<file path="src/rtl/pic_pkg.sv">
// rtl/pic_pkg.sv - shared types, OCW2 command codes and level helpers for the PIC control core
package pic_pkg;

  typedef enum logic [2:0] {
    WAIT_ICW1,
    WAIT_ICW2,
    WAIT_ICW3,
    WAIT_ICW4,
    CMD_READY
  } icw_state_t;

  typedef enum logic [1:0] {
    ACK_IDLE,
    ACK_1,
    ACK_2
  } ack_state_t;

  localparam logic [2:0] OCW2_CLR_AUTO_ROT = 3'b000;
  localparam logic [2:0] OCW2_NS_EOI       = 3'b001;
  localparam logic [2:0] OCW2_NOP          = 3'b010;
  localparam logic [2:0] OCW2_S_EOI        = 3'b011;
  localparam logic [2:0] OCW2_SET_AUTO_ROT = 3'b100;
  localparam logic [2:0] OCW2_ROT_NS_EOI   = 3'b101;
  localparam logic [2:0] OCW2_SET_PRIO     = 3'b110;
  localparam logic [2:0] OCW2_ROT_S_EOI    = 3'b111;

  // Works on the widest legal level vector; callers zero-extend and slice.
  function automatic logic [4:0] bit2num(input logic [31:0] v);
    logic [4:0] n;
    n = '0;
    for (int i = 31; i >= 0; i--) begin
      if (v[i]) n = 5'(i);
    end
    return n;
  endfunction

  function automatic logic [31:0] num2bit(input logic [4:0] n);
    return 32'd1 << n;
  endfunction

endpackage

</file>
<file path="src/rtl/pic_ack_sequencer.sv">
// rtl/pic_ack_sequencer.sv - INTA acknowledge sequencer: freeze, ISR latch strobe, acknowledged level
// o_ack_done is a same-cycle flag for the final INTA of a sequence.
module pic_ack_sequencer
  import pic_pkg::*;
#(
  parameter int N_IRQ = 8
) (
  input  logic             i_clock,
  input  logic             i_reset,
  input  logic             i_abort,
  input  logic             i_inta_pulse,
  input  logic             i_mode_8086,
  input  logic [N_IRQ-1:0] i_interrupt,
  output logic             o_freeze,
  output logic             o_latch_in_service,
  output logic [N_IRQ-1:0] o_acknowledge_interrupt,
  output logic             o_ack_done
);

  ack_state_t r_state;
  ack_state_t w_next_state;
  logic       w_start;

  always_comb begin
    w_next_state = r_state;
    o_ack_done   = 1'b0;
    if (i_abort) begin
      w_next_state = ACK_IDLE;
    end else if (i_inta_pulse) begin
      case (r_state)
        ACK_IDLE: w_next_state = ACK_1;
        ACK_1: begin
          if (i_mode_8086) begin
            w_next_state = ACK_IDLE;
            o_ack_done   = 1'b1;
          end else begin
            w_next_state = ACK_2;
          end
        end
        ACK_2: begin
          w_next_state = ACK_IDLE;
          o_ack_done   = 1'b1;
        end
        default: w_next_state = ACK_IDLE;
      endcase
    end
  end

  assign w_start = !i_abort && i_inta_pulse && (r_state == ACK_IDLE);

  always_ff @(posedge i_clock or posedge i_reset) begin
    if (i_reset) begin
      r_state                 <= ACK_IDLE;
      o_freeze                <= 1'b0;
      o_latch_in_service      <= 1'b0;
      o_acknowledge_interrupt <= '0;
    end else begin
      r_state            <= w_next_state;
      o_freeze           <= (w_next_state != ACK_IDLE);
      o_latch_in_service <= w_start;
      if (w_start) o_acknowledge_interrupt <= i_interrupt;
    end
  end

endmodule

</file>
<file path="src/rtl/pic_control_core.sv">
// rtl/pic_control_core.sv - PIC control core: ICW sequencer, multi-byte IMR, rotation and EOI generation
// ICW1 overrides every other event in the cycle it is strobed.
module pic_control_core
  import pic_pkg::*;
#(
  parameter  int N_IRQ  = 8,
  localparam int IDW    = $clog2(N_IRQ),
  localparam int NBYTES = (N_IRQ + 7) / 8
) (
  input  logic             clock,
  input  logic             reset,
  input  logic [7:0]       internal_data_bus,
  input  logic             write_initial_command_word_1,
  input  logic             write_initial_command_word_2_4,
  input  logic             write_operation_control_word_1,
  input  logic             write_operation_control_word_2,
  input  logic             write_operation_control_word_3,
  input  logic             inta_pulse,
  input  logic [N_IRQ-1:0] interrupt,
  input  logic [N_IRQ-1:0] highest_level_in_service,
  output logic [N_IRQ-1:0] interrupt_mask,
  output logic [N_IRQ-1:0] interrupt_special_mask,
  output logic [N_IRQ-1:0] end_of_interrupt,
  output logic [IDW-1:0]   priority_rotate,
  output logic             freeze,
  output logic             latch_in_service,
  output logic [N_IRQ-1:0] clear_interrupt_request,
  output logic             mode_8086,
  output logic             init_done
);

  localparam int LPW = (IDW > 3) ? IDW - 3 : 1;
  localparam int PW  = (NBYTES > 1) ? $clog2(NBYTES) : 1;

  icw_state_t       r_icw_state, w_icw_next;
  logic             r_sngl, r_ic4, r_aeoi, r_auto_rotate, r_smm;
  logic [LPW-1:0]   r_level_page;
  logic [PW-1:0]    r_byte_ptr;
  logic             w_ready, w_ocw1, w_ocw2, w_ocw3;
  logic [5:0]       w_level;
  logic             w_level_ok;
  logic [31:0]      w_level_onehot32, w_byte_sel32, w_ocw1_new32;
  logic [4:0]       w_hlis_num, w_ack_num;
  logic [N_IRQ-1:0] w_ocw2_eoi, w_aeoi_eoi, w_ack_int;
  logic             w_ocw2_rot, w_aeoi_rot, w_ack_done, w_unused;
  logic [IDW-1:0]   w_ocw2_rot_val;

  assign w_ready = (r_icw_state == CMD_READY);
  assign w_ocw1  = write_operation_control_word_1 && w_ready;
  assign w_ocw2  = write_operation_control_word_2 && w_ready;
  assign w_ocw3  = write_operation_control_word_3 && w_ready;

  assign w_level          = 6'({r_level_page, internal_data_bus[2:0]});
  assign w_level_ok       = (w_level < 6'(N_IRQ));
  assign w_level_onehot32 = num2bit(w_level[4:0]);
  assign w_hlis_num       = bit2num(32'(highest_level_in_service));
  assign w_ack_num        = bit2num(32'(w_ack_int));

  // Byte lane selected by the OCW1 pointer; bits past N_IRQ fall off on truncation.
  assign w_byte_sel32 = 32'hFF << {r_byte_ptr, 3'b000};
  assign w_ocw1_new32 = (32'(r_smm ? interrupt_special_mask : interrupt_mask) & ~w_byte_sel32)
                      | (32'(internal_data_bus) << {r_byte_ptr, 3'b000});
  assign w_unused     = ^{w_level_onehot32, w_hlis_num, w_ack_num, w_ocw1_new32};

  always_comb begin
    w_icw_next = r_icw_state;
    if (write_initial_command_word_1) begin
      w_icw_next = WAIT_ICW2;
    end else if (write_initial_command_word_2_4) begin
      case (r_icw_state)
        WAIT_ICW2: w_icw_next = !r_sngl ? WAIT_ICW3 : (r_ic4 ? WAIT_ICW4 : CMD_READY);
        WAIT_ICW3: w_icw_next = r_ic4 ? WAIT_ICW4 : CMD_READY;
        WAIT_ICW4: w_icw_next = CMD_READY;
        default:   w_icw_next = r_icw_state;
      endcase
    end
  end

  always_ff @(posedge clock or posedge reset) begin
    if (reset) r_icw_state <= WAIT_ICW1;
    else       r_icw_state <= w_icw_next;
  end

  always_comb begin
    w_ocw2_eoi     = '0;
    w_ocw2_rot     = 1'b0;
    w_ocw2_rot_val = '0;
    if (w_ocw2) begin
      case (internal_data_bus[7:5])
        OCW2_NS_EOI: w_ocw2_eoi = highest_level_in_service;
        OCW2_ROT_NS_EOI: begin
          w_ocw2_eoi     = highest_level_in_service;
          w_ocw2_rot     = |highest_level_in_service;
          w_ocw2_rot_val = w_hlis_num[IDW-1:0];
        end
        OCW2_S_EOI: if (w_level_ok) w_ocw2_eoi = w_level_onehot32[N_IRQ-1:0];
        OCW2_ROT_S_EOI: if (w_level_ok) begin
          w_ocw2_eoi     = w_level_onehot32[N_IRQ-1:0];
          w_ocw2_rot     = 1'b1;
          w_ocw2_rot_val = w_level[IDW-1:0];
        end
        OCW2_SET_PRIO: if (w_level_ok) begin
          w_ocw2_rot     = 1'b1;
          w_ocw2_rot_val = w_level[IDW-1:0];
        end
        default: ;
      endcase
    end
  end

  assign w_aeoi_eoi = (w_ack_done && r_aeoi) ? w_ack_int : '0;
  assign w_aeoi_rot = w_ack_done && r_aeoi && r_auto_rotate && (|w_ack_int);

  always_ff @(posedge clock or posedge reset) begin
    if (reset) begin
      interrupt_mask         <= '1;
      interrupt_special_mask <= '0;
      end_of_interrupt       <= '0;
      priority_rotate        <= IDW'(N_IRQ - 1);
      mode_8086              <= 1'b0;
      r_aeoi                 <= 1'b0;
      r_auto_rotate          <= 1'b0;
      r_smm                  <= 1'b0;
      r_level_page           <= '0;
      r_byte_ptr             <= '0;
      r_sngl                 <= 1'b0;
      r_ic4                  <= 1'b0;
    end else if (write_initial_command_word_1) begin
      interrupt_mask         <= '1;
      interrupt_special_mask <= '0;
      end_of_interrupt       <= '1;
      priority_rotate        <= IDW'(N_IRQ - 1);
      r_auto_rotate          <= 1'b0;
      r_level_page           <= '0;
      r_byte_ptr             <= '0;
      r_sngl                 <= internal_data_bus[1];
      r_ic4                  <= internal_data_bus[0];
      if (!internal_data_bus[0]) begin
        mode_8086 <= 1'b0;
        r_aeoi    <= 1'b0;
      end
    end else begin
      end_of_interrupt <= w_ocw2_eoi | w_aeoi_eoi;
      if (w_ocw2_rot)      priority_rotate <= w_ocw2_rot_val;
      else if (w_aeoi_rot) priority_rotate <= w_ack_num[IDW-1:0];
      if (write_initial_command_word_2_4 && r_icw_state == WAIT_ICW4) begin
        mode_8086 <= internal_data_bus[0];
        r_aeoi    <= internal_data_bus[1];
      end
      if (w_ocw1) begin
        if (r_smm) interrupt_special_mask <= w_ocw1_new32[N_IRQ-1:0];
        else       interrupt_mask         <= w_ocw1_new32[N_IRQ-1:0];
        r_byte_ptr <= (r_byte_ptr == PW'(NBYTES - 1)) ? '0 : r_byte_ptr + PW'(1);
      end
      if (w_ocw2 || w_ocw3) r_byte_ptr <= '0;
      if (w_ocw2 && internal_data_bus[7:5] == OCW2_SET_AUTO_ROT) r_auto_rotate <= 1'b1;
      if (w_ocw2 && internal_data_bus[7:5] == OCW2_CLR_AUTO_ROT) r_auto_rotate <= 1'b0;
      if (w_ocw3) begin
        if (!internal_data_bus[7] && internal_data_bus[6]) begin
          r_smm <= internal_data_bus[5];
          if (!internal_data_bus[5]) interrupt_special_mask <= '0;
        end
        if (internal_data_bus[7] && IDW > 3) r_level_page <= internal_data_bus[LPW-1:0];
      end
    end
  end

  pic_ack_sequencer #(.N_IRQ(N_IRQ)) u_ack (
    .i_clock                 (clock),
    .i_reset                 (reset),
    .i_abort                 (write_initial_command_word_1),
    .i_inta_pulse            (inta_pulse),
    .i_mode_8086             (mode_8086),
    .i_interrupt             (interrupt),
    .o_freeze                (freeze),
    .o_latch_in_service      (latch_in_service),
    .o_acknowledge_interrupt (w_ack_int),
    .o_ack_done              (w_ack_done)
  );

  always_comb begin
    clear_interrupt_request = '0;
    if (write_initial_command_word_1) clear_interrupt_request = '1;
    else if (latch_in_service)        clear_interrupt_request = interrupt;
  end

  assign init_done = w_ready;

endmodule

</file>
<file path="config.mk">
export PLATFORM = sky130hd
export DESIGN_NAME = pic_control_core
export DESIGN_NICKNAME = d
export VERILOG_FILES = /design/src/rtl/pic_pkg.sv /design/src/rtl/pic_ack_sequencer.sv /design/src/rtl/pic_control_core.sv
export SDC_FILE = /design/constraint.sdc
export NUM_CORES = 1
export LEC_CHECK = 0
export CAP_MARGIN = 25
export CORE_MARGIN = 4
export CORE_UTILIZATION = 40
export DETAILED_ROUTE_END_ITERATION = 7
export PLACE_DENSITY = 0.71
export SLEW_MARGIN = 20
export SYNTH_ARGS = -nofsm -noshare
export SYNTH_HDL_FRONTEND = slang
export SYNTH_SLANG_ARGS = --single-unit
</file>
<file path="constraint.sdc">
create_clock -name clock -period 1.67 [get_ports clock]
set_clock_uncertainty 0.2 [all_clocks]
set_input_delay 0.334 -clock clock [delete_from_list [all_inputs] [get_ports clock]]
set_output_delay 0.334 -clock clock [all_outputs]
set_load 0.01 [all_outputs]
</file>
Yosys cells after proc, flatten, opt, wreduce, memory -nomap -nowiden
Cells that the tools add are included.
{"block": "classes", "order_cmp": 1, "n_mux": 67, "bitwise": 5, "shifts": 3, "n_reduce_logical": 34, "n_eq_ne": 14, "add_sub_neg": 1}
{"op": "8-bit two-way mux", "count": 16}
{"op": "3-bit two-way mux", "count": 25}
{"op": "1-bit two-way mux", "count": 17}
{"op": "8-bit OR", "count": 2}
{"op": "8-bit one-hot mux with 2 select lines", "count": 1}
{"op": "8-bit OR reduction", "count": 2}
{"op": "3-bit equality test, second input constant", "count": 5}
{"op": "1-bit logical AND", "count": 12}
{"op": "3-bit by 2-bit equality test with 1-bit output, second input constant", "count": 3}
{"op": "3-bit one-hot mux with 3 select lines", "count": 1}
{"op": "3-bit nonzero test", "count": 3}
{"op": "8-bit AND", "count": 1}
{"op": "8-bit NOT", "count": 1}
{"op": "2-bit nonzero test", "count": 4}
{"op": "1-bit by 3-bit left shift with 8-bit output, first input constant", "count": 1}
{"op": "8-bit by 4-bit left shift with 8-bit output", "count": 1}
{"op": "8-bit by 4-bit left shift with 8-bit output, first input constant", "count": 1}
{"op": "3-bit by 1-bit equality test with 1-bit output, second input constant", "count": 2}
{"op": "2-bit two-way mux", "count": 3}
{"op": "3-bit one-hot mux with 2 select lines", "count": 1}
{"op": "2-bit AND reduction", "count": 3}
{"op": "2-bit OR reduction", "count": 3}
{"op": "3-bit by 4-bit less-than comparator with 1-bit output, second input constant", "count": 1}
{"op": "2-bit inequality test, second input constant", "count": 2}
{"op": "other kinds (12)", "count": 14}
{"block": "word_totals", "out_inout_bits": 39, "regBits": 49, "wordCells": 141}

Logic depth before layout (Yosys ltp)
{"block": "depth", "ltp_word": 12, "mapped_depth": 8}

Cells and area by module
From an unflattened synthesis, not the netlist that was laid out.
{"block": "hier_totals", "cells_unflattened": 258, "hier_area_um2": 2516.2}
{"mod": "pic_control_core", "area_per_inst_um2": 1996.9, "n_inst": 1, "cells_per_inst": 220}
{"mod": "pic_ack_sequencer", "area_per_inst_um2": 519.2, "n_inst": 1, "cells_per_inst": 38}

Worst setup path before layout
No wires, ideal clock.
{"block": "synth_timing", "path_type": "register to register", "startpoint": "register u_ack.r_state[0]", "endpoint": "register priority_rotate[0]", "synth_period_minus_slack_ns": 1.812, "arrival_time_ns": 1.521, "setup_time_ns": 0.091, "required_time_ns": 1.379, "path_buffers": 1, "setup_slack_ns": -0.142, "path_stages_with_launch": 9, "path_cell_list": "dfrtp_1 > inv_1 > ha_1 > nand4b_1 > nor2_1 > buf_4 > o211ai_1 > nor3b_1 > o31ai_1"}
{"block": "synth_via", "elab_chain_cells": 8, "word_cells_on_any_way": 9}
{"element": "start, declared", "line": "pic_ack_sequencer.sv:20", "rtl": "ack_state_t r_state;"}
{"element": "start signal, assigned", "line": "pic_ack_sequencer.sv:58", "rtl": "r_state <= w_next_state;"}
{"element": "2-bit equality test or 2-bit by 1-bit equality test with 1-bit output (tied branches)", "line": "pic_ack_sequencer.sv:30", "rtl": "case (r_state)"}
{"element": "1-bit one-hot mux with 2 select lines (*)", "line": "pic_ack_sequencer.sv:30"}
{"element": "1-bit two-way mux (*)", "line": "pic_ack_sequencer.sv:29", "rtl": "end else if (i_inta_pulse) begin"}
{"element": "1-bit two-way mux (*)", "line": "pic_ack_sequencer.sv:27", "rtl": "if (i_abort) begin"}
{"element": "1-bit logical AND (*) (3 in series)", "line": "pic_control_core.sv:112", "rtl": "assign w_aeoi_rot = w_ack_done && r_aeoi && r_auto_rotate && (|w_ack_int);"}
{"element": "3-bit nonzero test (no line) (*)"}
{"element": "end signal, assigned", "line": "pic_control_core.sv:119", "rtl": "priority_rotate <= IDW'(N_IRQ - 1);"}
{"element": "end signal, assigned", "line": "pic_control_core.sv:132", "rtl": "priority_rotate <= IDW'(N_IRQ - 1);"}
{"element": "end signal, assigned", "line": "pic_control_core.sv:144", "rtl": "if (w_ocw2_rot) priority_rotate <= w_ocw2_rot_val;"}
{"element": "end, declared", "line": "pic_control_core.sv:24", "rtl": "output logic [IDW-1:0] priority_rotate,"}
Mark *: on every way between the ends. The rest lies on a longest branch, timed or not.
A chain may end at the register's enable or synchronous reset.

Worst setup path in the final report
{"block": "layout_timing", "startpoint": "register u_ack.r_state[1]", "endpoint": "register end_of_interrupt[1]"}
{"block": "layout_via", "elab_chain_cells": 8, "word_cells_on_any_way": 9}
{"element": "2-bit equality test or 2-bit by 1-bit equality test with 1-bit output (tied branches)", "line": "pic_ack_sequencer.sv:30"}
{"element": "1-bit one-hot mux with 2 select lines (*)", "line": "pic_ack_sequencer.sv:30"}
{"element": "1-bit two-way mux (*)", "line": "pic_ack_sequencer.sv:29"}
{"element": "1-bit two-way mux (*)", "line": "pic_ack_sequencer.sv:27"}
{"element": "1-bit logical AND (*)", "line": "pic_control_core.sv:111", "rtl": "assign w_aeoi_eoi = (w_ack_done && r_aeoi) ? w_ack_int : '0;"}
{"element": "8-bit two-way mux (*)", "line": "pic_control_core.sv:111"}
{"element": "8-bit OR (*)", "line": "pic_control_core.sv:143", "rtl": "end_of_interrupt <= w_ocw2_eoi | w_aeoi_eoi;"}
{"element": "8-bit two-way mux (*)", "line": "pic_control_core.sv:128", "rtl": "end else if (write_initial_command_word_1) begin"}
{"element": "end signal, assigned", "line": "pic_control_core.sv:143"}
{"element": "end, declared", "line": "pic_control_core.sv:23", "rtl": "output logic [N_IRQ-1:0] end_of_interrupt,"}
Marks and branches as above.

==> results.cfg <==
[outcome]
status = complete, but fails checks
violations = setup timing

[synthesis]
ys.flop_type = dfrtp_1
synth_top_family_by_area = compound AO/OA/AOI/OAI gates
synth-xor-area-share_pct = 0
syn_avg_cell_area_um2 = 10.1
yosys-top-cells-area = dfrtp_1 36%, dfstp_2 11%, mux2i_1 5.0%
synth_compound_area_share_pct = 20.7
yosysWarnings = 0
netlist.area_leader.share_pct = 35.9
async_flop_share_pct = 100
synth-seq-cells = 48
yosysTopAreaCell = dfrtp_1
synthAdderAreaFrac_pct = 1.46
yosys.area_share.simple_pct = 17.3
yosysSeqAreaShare_pct = 47.1
netlist_instances = 255
synth_edf_count = 0
syn_area_mm2 = 0.00258
synthMuxAreaShare_pct = 5.92
ys_types = 50
postSynthNetCount = 290

[global_route]
grt_pass1_wl_um = 11900
track_usage_pct = 19.7
grt_pass1_vias = 2528
antenna_found_initial = 0
grt-ovfl-total = 0
grt_max_degree = 49

[pwr]
swShare_pct = 27.4
intPower_w = 0.00215
power_frac_comb_pct = 23.9
p_switching_w = 0.000812
power.density_mw_per_mm2 = 738
power.leakage_nw = 1.97
vdd_drop_max_mv = 0.419
pwr-share-seq_pct = 44.8
p_clk_share_pct = 31.3

[placed_design]
dp_hpwl_um = 5200
placed_cells = 436
gp_congestion = 0.867
port-buffer-count = 70

[routing]
wire_per_inst_um = 16.4
drtPass1Iterations = 4
via_count = 2444
wirelength_um = 7480
routed_via_density = 5.37
drt_iter0_markers = 194
final_antenna_net_count = 0
drc = 0

[critical_path]
cp-end-kind = flop
path_max_fanout = 8
critPathLaunchType = flop
path_delay_family = compound AO/OA/AOI/OAI gates
cp.required_ns = 1.65
crit_top_cell = buf_4
crit_type = reg -> reg
slowest_delay_ns = 0.40
arrival_ns = 1.87
crit_chain = buf_4, ha_1, a21oi_4, nor2_4, buf_4, buf_6, a221o_1
path_buf_inv = 3
crit_path_top_delay_cell = dfrtp_1

[clocking]
clk_pin_slew_ns = 0.09
cts-root-buf = clkbuf_8
clk_path_buf_depth = 2
h-tree-depth = 2
numCtsBuffers = 5
cts_hold_buffers = 0
cts_sinks = 48
cts_tree = yes
clk_latency_ns = 0.30

[sta]
setup_violations = 26
fmax_ghz = 0.528
slew_headroom_pct = 76.3
slew_viol_final = 0
worstMarginPinSlew_ns = 0.354
finalCriticalPeriod_ns = 1.89
post-route-period-util_pct = 113
timing_hold_violations_final = 0
worst_slack_ns = -0.223
rsz0062_at_grt = yes

[floorplan]
fp-row-count = 28
die_x_um = 88.3
die_y_um = 88.3
dieArea_mm2 = 0.00779
io_pins = 71
core_mm2 = 0.00610
initial_core_util_pct = 42.3

[cells_and_area]
final_cell_mix = 48 x buf_4, 36 x dfrtp_1, 32 x dlygate4sd2_1, 31 x nand2_1, 22 x nor2_1
drive_gt1_share_pct = 32.1
n_fill_cell = 509
layout_commonest_cell = buf_4
final_core_util_pct = 65.8
stdcell_count = 455
fin_nets = 414
diodes = 0
area_delta_synth_final_pct = 55.6

[worst_hold_path]
hold_class = in -> async

[flow_run]
drv_cap = 0
==> final timing paths <==
| kind | from | end | slack (ns) | cells after the start |
|---|---|---|---|---|
| setup / recovery | u_ack.r_state[1] | end_of_interrupt[1] | -0.22 | 7 |
| hold / removal | reset | r_icw_state[1] | 0.19 | 3 |
| setup reg to reg | u_ack.r_state[1] | end_of_interrupt[1] | -0.22 | 7 |
| hold reg to reg | interrupt_special_mask[4] | interrupt_special_mask[4] | 0.33 | 2 |
| max in group asynchronous | reset | priority_rotate[2] | 0.81 | 3 |
| min in group clock | interrupt[4] | u_ack.o_acknowledge_interrupt[4] | 0.28 | 4 |
==> routing by layer <==
layer	share of wire, %	up-vias	global-route usage (%)
met4	1.2	0	5.63
met3	5.5	8	3.72
li1	-	1161	-
met1	43	1203	26.2
met2	50	72	32.8
met5	0	-	0
==> area by class of cell <==
| type | instances | area [um^2] | share of cell area (%) |
|---|---|---|---|
| multi-input combinational | 176 | 1310 | 32.6 |
| timing repair buffer | 133 | 1210 | 30.2 |
| clock inverter | 1 | 30.0 | 0.749 |
| sequential | 48 | 1220 | 30.3 |
| clock buffer | 7 | 96.3 | 2.40 |
| tap | 75 | 93.8 | 2.34 |
| inverter | 15 | 56.3 | 1.40 |
==> power by group through the flow <==
stage	sequential (W)	clock, W	combinational (W)
2_1_floorplan	0.00135	0	0.000304
3_3_place_gp	0.00134	0	0.000665
3_5_place_dp	0.00134	0	0.000674
4_1_cts	0.00132	0.000937	0.000688
5_1_grt	0.00134	0.000983	0.000781
6_report	0.00133	0.000926	0.000708
==> through the flow <==
step                setup TNS [ns]  hold slack [ns]  power (W)  setup slack, ns  cell area (um^2)
global placement            -14.33            0.312    0.00200           -0.506              3680
floorplan                   -0.432            0.239    0.00165           -0.126              2580
global route                 -4.92            0.226    0.00310           -0.301              4010
CTS                          -1.87            0.203    0.00295           -0.225              3910
finish                       -2.72            0.187    0.00296           -0.223              4010
detailed placement          -15.53            0.314    0.00202           -0.563              3680
==> cells in the mapped netlist (2+ instances only) <==
cell type	number
a21oi_1	8
inv_1	14
and3_1	2
nor2_1	23
a31oi_1	3
a211o_1	9
mux2_2	2
clkbuf_1	9
buf_6	3
a221o_1	8
o211ai_1	2
a32oi_1	2
o32ai_1	2
nor2b_1	10
a21o_1	9
nand2b_1	5
ha_1	3
clkbuf_8	2
mux2i_1	13
nand3_1	3
dfrtp_1	37
o21ai_0	9
nand3b_1	2
o31ai_1	2
dfstp_2	11
nand2_1	32
o22ai_1	6
nand4b_1	2
==> worst min-delay path: stages <==
cell	delay [ns]
clkdlybuf4s50_1	0.41
inv_2	0.07
buf_12	0.25
==> state kept, by name, summed over array words and instances (netlist names), 2 cells and up <==
signal and flops:
end_of_interrupt 8, interrupt_mask 8, interrupt_special_mask 8, u_ack.o_acknowledge_interrupt 8
priority_rotate 3, r_icw_state 3, u_ack.r_state 2
==> what timing repair did <==
action / 4_1_cts / 5_1_grt
pin swaps: 14 / 8
resized for setup: 99 / 24
setup buffers: 9 / 1
endpoints found under the setup margin: 59 / 44
gates cloned: 1 / 1
hold endpoints to repair: 0 / 0
==> logic make-up after synthesis <==
logic type,count (synthesis)
simple gates,88
flops,48
compound gates,70
buf+inv,31
mux,15
fa+ha+maj,3
Power figures use the tool's default switching activity.
